==> config.mk <==
export PLATFORM = sky130hd
export DESIGN_NAME = grn_attractor_ctrl
export DESIGN_NICKNAME = d
export VERILOG_FILES = /design/src/rtl/grn_ctrl_pkg.sv /design/src/rtl/grn_init_gen.sv /design/src/rtl/grn_attractor_ctrl.sv
export SDC_FILE = /design/constraint.sdc
export NUM_CORES = 1
export LEC_CHECK = 0
export BUFFER_PORTS_ARGS = -buffer_cell sky130_fd_sc_hd__buf_4
export CORE_MARGIN = 2
export CORE_UTILIZATION = 55
export DETAILED_ROUTE_END_ITERATION = 8
export GPL_TIMING_DRIVEN = 0
export PLACE_DENSITY = 0.87
export SETUP_SLACK_MARGIN = 0.4
export SKIP_CTS_REPAIR_TIMING = 1
export SLEW_MARGIN = 20
export SYNTH_ARGS = -nofsm -noshare
export SYNTH_HDL_FRONTEND = slang
export SYNTH_SLANG_ARGS = --single-unit
==> constraint.sdc <==
create_clock -name clk -period 4.16 [get_ports clk]
set_input_delay 0.416 -clock clk [delete_from_list [all_inputs] [get_ports clk]]
set_output_delay 0.416 -clock clk [all_outputs]
set_load 0.1 [all_outputs]
==> src/rtl/grn_ctrl_pkg.sv <==
// Shared types and default sizes for the GRN attractor sequencer.
// Provides the FSM state encoding and default parameter values.
package grn_ctrl_pkg;

    localparam int NODES_DEF     = 8;
    localparam int STEP_W_DEF    = 16;
    localparam int MAX_STEPS_DEF = 1000;

    typedef enum logic [2:0] {
        ST_IDLE,
        ST_LOAD,
        ST_STEP,
        ST_CHECK,
        ST_OUT,
        ST_NEXT
    } state_t;

endpackage

==> src/rtl/grn_init_gen.sv <==
// Initial-state generator: holds the current and last initial state of a sweep.
// Ports: clk, rst, load (capture cfg), advance (cur+1), cfg_first/cfg_last in;
//        cur, empty (cfg_first > cfg_last), at_last (cur == last) out.
module grn_init_gen
    import grn_ctrl_pkg::*;
#(
    parameter int NODES = NODES_DEF
) (
    input  logic             clk,
    input  logic             rst,
    input  logic             load,
    input  logic             advance,
    input  logic [NODES-1:0] cfg_first,
    input  logic [NODES-1:0] cfg_last,
    output logic [NODES-1:0] cur,
    output logic             empty,
    output logic             at_last
);

    logic [NODES-1:0] last;

    always_ff @(posedge clk) begin
        if (rst) begin
            cur  <= '0;
            last <= '0;
        end else if (load) begin
            cur  <= cfg_first;
            last <= cfg_last;
        end else if (advance) begin
            cur  <= cur + 1'b1;
        end
    end

    // Evaluated on the live cfg inputs, so it is valid in the capture cycle.
    assign empty   = cfg_first > cfg_last;
    // Tested before any increment, so last = all-ones ends the sweep cleanly.
    assign at_last = cur == last;

endmodule

==> src/rtl/grn_attractor_ctrl.sv <==
// Sweeps initial states through a dual-stream GRN node bank using Floyd
// tortoise/hare stepping and reports one result record per initial state.
// Ports: clk, rst, start, cfg_first, cfg_last, st_s0, st_s1, res_ready in;
//        reset_nos, start_s0, start_s1, init_state, res_valid, res_init,
//        res_steps, res_timeout, busy, done out.
module grn_attractor_ctrl
    import grn_ctrl_pkg::*;
#(
    parameter int NODES     = NODES_DEF,
    parameter int STEP_W    = STEP_W_DEF,
    parameter int MAX_STEPS = MAX_STEPS_DEF
) (
    input  logic              clk,
    input  logic              rst,
    input  logic              start,
    input  logic [NODES-1:0]  cfg_first,
    input  logic [NODES-1:0]  cfg_last,
    input  logic [NODES-1:0]  st_s0,
    input  logic [NODES-1:0]  st_s1,
    output logic              reset_nos,
    output logic              start_s0,
    output logic              start_s1,
    output logic [NODES-1:0]  init_state,
    output logic              res_valid,
    input  logic              res_ready,
    output logic [NODES-1:0]  res_init,
    output logic [STEP_W-1:0] res_steps,
    output logic              res_timeout,
    output logic              busy,
    output logic              done
);

    localparam logic [STEP_W-1:0] STEP_MAX = STEP_W'(MAX_STEPS);

    state_t            state;
    state_t            nxt;
    logic [STEP_W-1:0] steps;
    logic              timeout_q;
    logic              done_q;

    logic              load;
    logic              advance;
    logic [NODES-1:0]  cur;
    logic              empty;
    logic              at_last;

    logic              hit;
    logic              lim;

    grn_init_gen #(
        .NODES(NODES)
    ) u_init (
        .clk      (clk),
        .rst      (rst),
        .load     (load),
        .advance  (advance),
        .cfg_first(cfg_first),
        .cfg_last (cfg_last),
        .cur      (cur),
        .empty    (empty),
        .at_last  (at_last)
    );

    // At odd step counts the slow stream may equal the fast one trivially,
    // so a match only counts on even counts.
    assign hit = ~steps[0] && (st_s0 == st_s1);
    assign lim = ~hit && (steps == STEP_MAX);

    always_comb begin
        nxt       = state;
        load      = 1'b0;
        advance   = 1'b0;
        reset_nos = 1'b0;
        start_s0  = 1'b0;
        start_s1  = 1'b0;
        unique case (state)
            ST_IDLE: begin
                if (start) begin
                    load = 1'b1;
                    nxt  = empty ? ST_IDLE : ST_LOAD;
                end
            end
            ST_LOAD: begin
                reset_nos = 1'b1;
                nxt       = ST_STEP;
            end
            ST_STEP: begin
                start_s0 = 1'b1;
                start_s1 = 1'b1;
                nxt      = ST_CHECK;
            end
            ST_CHECK: begin
                unique case (1'b1)
                    hit:     nxt = ST_OUT;
                    lim:     nxt = ST_OUT;
                    default: nxt = ST_STEP;
                endcase
            end
            ST_OUT: begin
                if (res_ready) begin
                    nxt = ST_NEXT;
                end
            end
            ST_NEXT: begin
                if (at_last) begin
                    nxt = ST_IDLE;
                end else begin
                    advance = 1'b1;
                    nxt     = ST_LOAD;
                end
            end
            default: nxt = ST_IDLE;
        endcase
    end

    always_ff @(posedge clk) begin
        if (rst) begin
            state     <= ST_IDLE;
            steps     <= '0;
            timeout_q <= 1'b0;
            done_q    <= 1'b0;
        end else begin
            state  <= nxt;
            // Empty-range sweeps finish straight from IDLE.
            done_q <= (state == ST_IDLE) && start && empty;
            if (state == ST_LOAD) begin
                steps <= '0;
            end
            if (state == ST_STEP) begin
                steps <= steps + 1'b1;
            end
            if (state == ST_CHECK) begin
                timeout_q <= lim;
            end
        end
    end

    assign init_state  = (state == ST_LOAD) ? cur : '0;
    assign res_valid   = state == ST_OUT;
    assign res_init    = res_valid ? cur : '0;
    assign res_steps   = res_valid ? steps : '0;
    assign res_timeout = res_valid && timeout_q;
    assign busy        = state != ST_IDLE;
    assign done        = done_q || ((state == ST_NEXT) && at_last);

endmodule

==> impl_metrics.tcl, run 1 <==
set metrics [dict create \
    power.density_nw_per_um2 311 \
    synthArstFlopShare_pct 0 \
    antennaDiodeCount 0 \
    postSynthCellCount 313 \
    worst-endpoint-arrival_ns 2.52 \
    worst_skew_pair.late_latency_ns 0.30 \
    layout_common_cells "buf_4 (74), dfxtp_1 (37), and2_1 (33), nand2_1 (31), nor2_1 (30)" \
    chipHeight_um 71.4 \
    internal_power_mw 0.646 \
    dp_hpwl_um 4970 \
    finish.cell_count_without_fillers 445 \
    fraction_of_power_consumed_by_combinational_cells_pct 29.5 \
    gp_congestion 0.926 \
    maximum_number_of_pins_on_one_net_before_global_route_repair 12 \
    slew_at_the_pin_with_the_worst_max_slew_slack_ns 1.03 \
    sequentialPowerShare_pct 39.8 \
    htree_levels 2 \
    worst_slew_margin_rel_pct 31.0 \
    switching_share_pct 35.4 \
    maxCapViolations 0 \
    rrSetupSlack_ns 2.03 \
    rows 24 \
    boundaryPins 75 \
    placeableCoreArea_um2 4350 \
    setup.worst_path.end "res_init[3]" \
    fill_cells 349 \
    die_w_um 71.4 \
    startpoint "state[2]" \
    number_of_placed_instances_with_taps_included 438 \
    setup_viol 0 \
    first_iter_violations 197 \
    status "finished, final reports clean" \
    yosysTopAreaCell "dfxtp_1" \
    firstDrtPassIters 5 \
    placement.setup.worst_slack_ns 1.57 \
    multiInputGateArea_um2 1620 \
    tritoncts_clock_tree "yes" \
    synth_flop_cell "dfxtp_1" \
    post-route-min-period_ns 2.93 \
    mostFrequentLayoutCell "buf_4" \
    syn_nets 360 \
    global_route_wire_length_before_repair_um 10800 \
    ir_worst_vdd_uv 221 \
    unrepaired_setup_endpoints_after_global_routing "no" \
    netlist_top_cells_area "dfxtp_1 (30%), and2_1 (8.3%), ha_1 (5.5%), xor2_1 (5.3%), a21oi_1 (5.2%)" \
    vias 2562 \
    avg_inst_size_synth_um2 7.97 \
    synth.ff_latch_count 37 \
    layout.core_utilization_pct 73.8 \
    crit_path_end_kind "output pin" \
    clock-skew-final_ns 0.00638 \
    clock_buffers_created_by_tritoncts 5 \
    grt_remaining_overflow 0 \
    power.share.clock_pct 30.8 \
    globalRouteTotalUtil_pct 26.6 \
    finalMaxSlewViolations 0 \
    drcViolationCount 0 \
    cts.root.buffer_cell "clkbuf_8" \
    finalHoldViolCount 0 \
    antenna_found_initial 0 \
    placement.io_buffers 73 \
    nets 440 \
    synth-edff-count 0 \
    timing.critical_path.from_type "flip-flop" \
    wire_per_inst_um 14.7 \
    first_global_vias 2369 \
    tritoncts_num_sinks 37 \
    final.period_utilization_pct 70.5 \
    worst_hold_slack_ns 0.370 \
    initial_core_util_pct 57.3 \
    final.setup.worst_slack_ns 1.23 \
    synth.yosys.warnings 0 \
    routed_wirelength_um 6550 \
    design.die.area_um2 5090 \
    setup_tns_ns 0 \
    worst_r2r_end "steps[6]" \
    proportion_of_synthesized_chip_area_in_sequential_cells_pct 29.7 \
    netlist-cell-type-count 50 \
    drive_above_1_share_pct 24.9 \
    drt_antenna_net_count 0 \
    max_freq_ghz 0.341 \
    r2r.worst_path.cells 7 \
    synth.top_cell.area_share_pct 29.7 \
    crit_type "reg2out" \
    synthesis.area_um2 2500 \
    syn_to_final_growth_pct 28.7 \
    area.sequential_um2 741 \
    clockBufferDepth 2 \
    crit_path_max_fanout 10 \
    regToRegStartpoint "state[0]" \
    worst_setup_hold_path_clk_slew_ns 0.08 \
    sw_power_mw 0.354 \
    critPathRequiredTime_ns 3.74 \
    power_leakage_nw 1.38 \
    post_drt_via_cell_ratio 5.76 \
    timing.hold.worst.class "in2reg" \
]
==> sequential cells by signal, summed over array words and instances, names as in the netlist <==
| signal | cells |
|---|---|
| u_init.cur | 8 |
| steps | 16 |
| done_q | 1 |
| timeout_q | 1 |
| state | 3 |
| u_init.last | 8 |
==> worst min-delay path by stage <==
stage	from	slack, ns	to	depth (start not counted)
6_report	cfg_last[2]	0.37	u_init.last[2]	3
5_1_grt	cfg_last[0]	0.38	u_init.last[0]	3
4_1_cts	cfg_last[0]	0.37	u_init.last[0]	3
3_5_place_dp	timeout_q	0.44	timeout_q	2
3_3_place_gp	timeout_q	0.45	timeout_q	2
2_1_floorplan	timeout_q	0.43	timeout_q	2
==> cells by family (layout without fill, tap and decap cells) <==
group	count (synthesis)	count (layout)	synth area share, %
and+or+nand+nor	146	146	33.1
AOI/OAI and AO/OA	60	60	16.9
DFF	37	37	29.7
buffers and inverters	33	113	5.36
xor gates and xnor gates	23	23	8.07
adders and majority gates	11	11	5.51
muxes	3	3	1.30
==> per-layer routing <==
layer	GRT usage [%]	share of wire (%)	up-vias	wire length [um]
li1	-	-	1248	-
met1	35.4	43	1188	2800
met2	42.4	48	108	3120
met3	5.20	7.5	18	490
met4	10.7	2.3	0	149
met5	0	0	-	0
==> cell type report <==
cell class                      instances  share of cell area [%]
Clock buffer                            5                    2.14
Timing Repair Buffer                   73                    17.1
Buffer                                 16                    2.18
Clock inverter                          2                    1.09
Tap cell                               52                    2.02
Sequential cell                        37                    23.1
Multi-Input combinational cell        243                    50.5
Inverter                               17                    1.99
==> stage by stage <==
step | cell area (um2) | power [mW]
6_report | 3210 | 1.00
3_3_place_gp | 3110 | 0.686
2_1_floorplan | 2500 | 0.611
3_5_place_dp | 3110 | 0.698
4_1_cts | 3210 | 0.998
5_1_grt | 3210 | 1.04
==> worst max-delay path, cell delays in order (launching register included) <==
cell and delay, ns:
dfxtp_1 0.46, nor3b_1 0.87, clkbuf_1 0.37, and2_1 0.22, buf_4 0.30
==> power groups by stage <==
stage	clock (mW)	combinational [mW]	sequential (mW)
after floorplan	0	0.213	0.398
after global placement	0	0.282	0.404
after detailed placement	0	0.292	0.405
after CTS	0.307	0.293	0.397
after global routing	0.323	0.317	0.400
final	0.307	0.295	0.397
==> cells in the mapped netlist (2+ instances only) <==
| cell | number |
|---|---|
| dfxtp_1 | 37 |
| and2_1 | 33 |
| nand2_1 | 31 |
| nor2_1 | 30 |
| a21oi_1 | 26 |
| a211oi_1 | 15 |
| inv_1 | 15 |
| xor2_1 | 15 |
| ha_1 | 11 |
| clkbuf_1 | 10 |
| nand3_1 | 10 |
| nand4_1 | 9 |
| xnor2_1 | 8 |
| nor3_1 | 6 |
| buf_2 | 4 |
| a21o_1 | 3 |
| nor4_1 | 3 |
| o21ai_0 | 3 |
| or2_0 | 3 |
| a2111oi_4 | 2 |
| a311oi_1 | 2 |
| and3b_1 | 2 |
| clkinv_1 | 2 |
| mux2_1 | 2 |
| nor3b_1 | 2 |
| nor4_4 | 2 |
| o211ai_1 | 2 |
| or3b_1 | 2 |
| or4_1 | 2 |
(Power assumes the default switching activity.)
==> run 2, diff against run 1 <==
CORE_UTILIZATION = 47   (was 55)
PLACE_DENSITY = 0.8   (was 0.87)
clock period = 2.6 ns   (was 4.16 ns; I/O delays follow)
==> impl_metrics.tcl, run 2 (synthesis results as in run 1) <==
set metrics [dict create \
    status "finished, final reports clean" \
    die_w_um 76.9 \
    critical_path.cell_chain "buf_4 -> xor2_2 -> nor4_4 -> and2_4 -> a21o_2 -> buf_12" \
    global_route_wire_length_before_repair_um 10500 \
    placement.io_buffers 73 \
    max_stage_delay_ns 0.40 \
    layout_top_registers "steps (16), u_init.cur (8), u_init.last (8)" \
    initial_core_util_pct 48.9 \
    unrepaired_setup_endpoints_after_global_routing "no" \
    gp_congestion 0.865 \
    dp_hpwl_um 4830 \
    design.die.area_um2 5910 \
    crit_path_max_fanout 7 \
    clock-skew-final_ns 0.00716 \
    ir_worst_vdd_uv 362 \
    mostFrequentLayoutCell "buf_4" \
    placeableCoreArea_um2 5110 \
    htree_levels 2 \
    crit_path_end_kind "output pin" \
    first_iter_violations 153 \
    timing.hold.worst.class "in2reg" \
    post_drt_via_cell_ratio 5.37 \
    drive_above_1_share_pct 33.1 \
    chipHeight_um 76.9 \
    first_global_vias 2302 \
    setup_viol 0 \
    antennaDiodeCount 0 \
    drcViolationCount 0 \
    drt_antenna_net_count 0 \
    syn_to_final_growth_pct 36.6 \
    power.density_nw_per_um2 494 \
    fill_cells 450 \
    grt_remaining_overflow 0 \
    nets 448 \
    cts.root.buffer_cell "clkbuf_8" \
    worst_slew_margin_rel_pct 63.6 \
    layout.core_utilization_pct 66.8 \
    clock_buffers_created_by_tritoncts 5 \
    finalHoldViolCount 0 \
    routed_wirelength_um 6580 \
    max_flop_register "steps" \
    firstDrtPassIters 4 \
    maximum_number_of_pins_on_one_net_before_global_route_repair 12 \
    finish.cell_count_without_fillers 472 \
    critPathRequiredTime_ns 2.34 \
    number_of_flip_flops_under_the_largest_register_name 16 \
    boundaryPins 75 \
    max_freq_ghz 0.460 \
    worst-endpoint-arrival_ns 1.92 \
    tritoncts_clock_tree "yes" \
    layout_common_cells "buf_4 (75), dfxtp_1 (34), nand2_1 (31), nor2_1 (29), a21oi_1 (26)" \
    final.period_utilization_pct 83.7 \
    maxCapViolations 0 \
    rows 26 \
    timing.critical_path.from_type "flip-flop" \
    clockBufferDepth 2 \
    worst_setup_hold_path_clk_slew_ns 0.08 \
    vias 2533 \
    globalRouteTotalUtil_pct 21.6 \
    cpMaxStageDelayCell "nor4_4" \
    wire_per_inst_um 13.9 \
    post-route-min-period_ns 2.18 \
    slew_at_the_pin_with_the_worst_max_slew_slack_ns 0.544 \
    tritoncts_num_sinks 37 \
    finalMaxSlewViolations 0 \
    worst_skew_pair.late_latency_ns 0.29 \
    number_of_placed_instances_with_taps_included 456 \
    power_leakage_nw 1.47 \
    crit_type "reg2out" \
    antenna_found_initial 0 \
    area.sequential_um2 744 \
    multiInputGateArea_um2 1670 \
]
-- run 2: worst paths after layout --
path | start | end | slack, ns | depth (start not counted)
worst max register to register | state[0] | steps[3] | 0.61 | 7
worst min-delay path | cfg_last[5] | u_init.last[5] | 0.21 | 3
worst min register to register | u_init.last[5] | u_init.last[5] | 0.47 | 2
worst max-delay path | u_init.cur[2] | done | 0.42 | 6
-- run 2: cell type report --
type | count | share of cell area [%]
sequential | 37 | 21.8
timing repair buffer | 81 | 19.1
tap | 70 | 2.57
clock inverter | 1 | 0.880
buffer | 16 | 2.35
inverter | 17 | 1.94
multi-input combinational | 243 | 48.8
clock buffer | 7 | 2.53
-- run 2: per-stage QoR --
stage / TNS [ns] / setup slack (ns) / hold slack, ns / cell area [um2] / power, mW
6_report: 0 / 0.424 / 0.214 / 3410 / 1.69
5_1_grt: 0 / 0.365 / 0.224 / 3410 / 1.76
4_1_cts: -1.58 / -0.125 / 0.214 / 3280 / 1.63
3_5_place_dp: 0 / 0.192 / 0.463 / 3160 / 1.11
3_3_place_gp: 0 / 0.225 / 0.446 / 3160 / 1.10
2_1_floorplan: 0 / 0.417 / 0.396 / 2520 / 0.981
-- run 2: critical path, delay by kind of cell, from the launching register on --
kind	cells	cell delay (ns)
and+or+nand+nor	2	0.62
buffers and inverters	2	0.34
DFF	1	0.31
xor gates and xnor gates	1	0.19
AOI/OAI and AO/OA	1	0.15
-- run 2: power by group --
group	internal [mW]	switching, mW	total, mW	leakage (nW)
sequential	0.599	0.0387	0.638	0.303
combinational	0.197	0.327	0.524	1.11
clock	0.313	0.210	0.523	0.0585
total	1.11	0.576	1.69	1.47
-- run 2: per-layer routing --
metal | track usage (%) | share of wire (%) | up-vias
li1 | - | - | 1267
met1 | 29.0 | 45 | 1172
met2 | 35.1 | 47 | 85
met3 | 4.12 | 6.9 | 9
met4 | 6.18 | 1.3 | 0
met5 | 0 | 0 | -
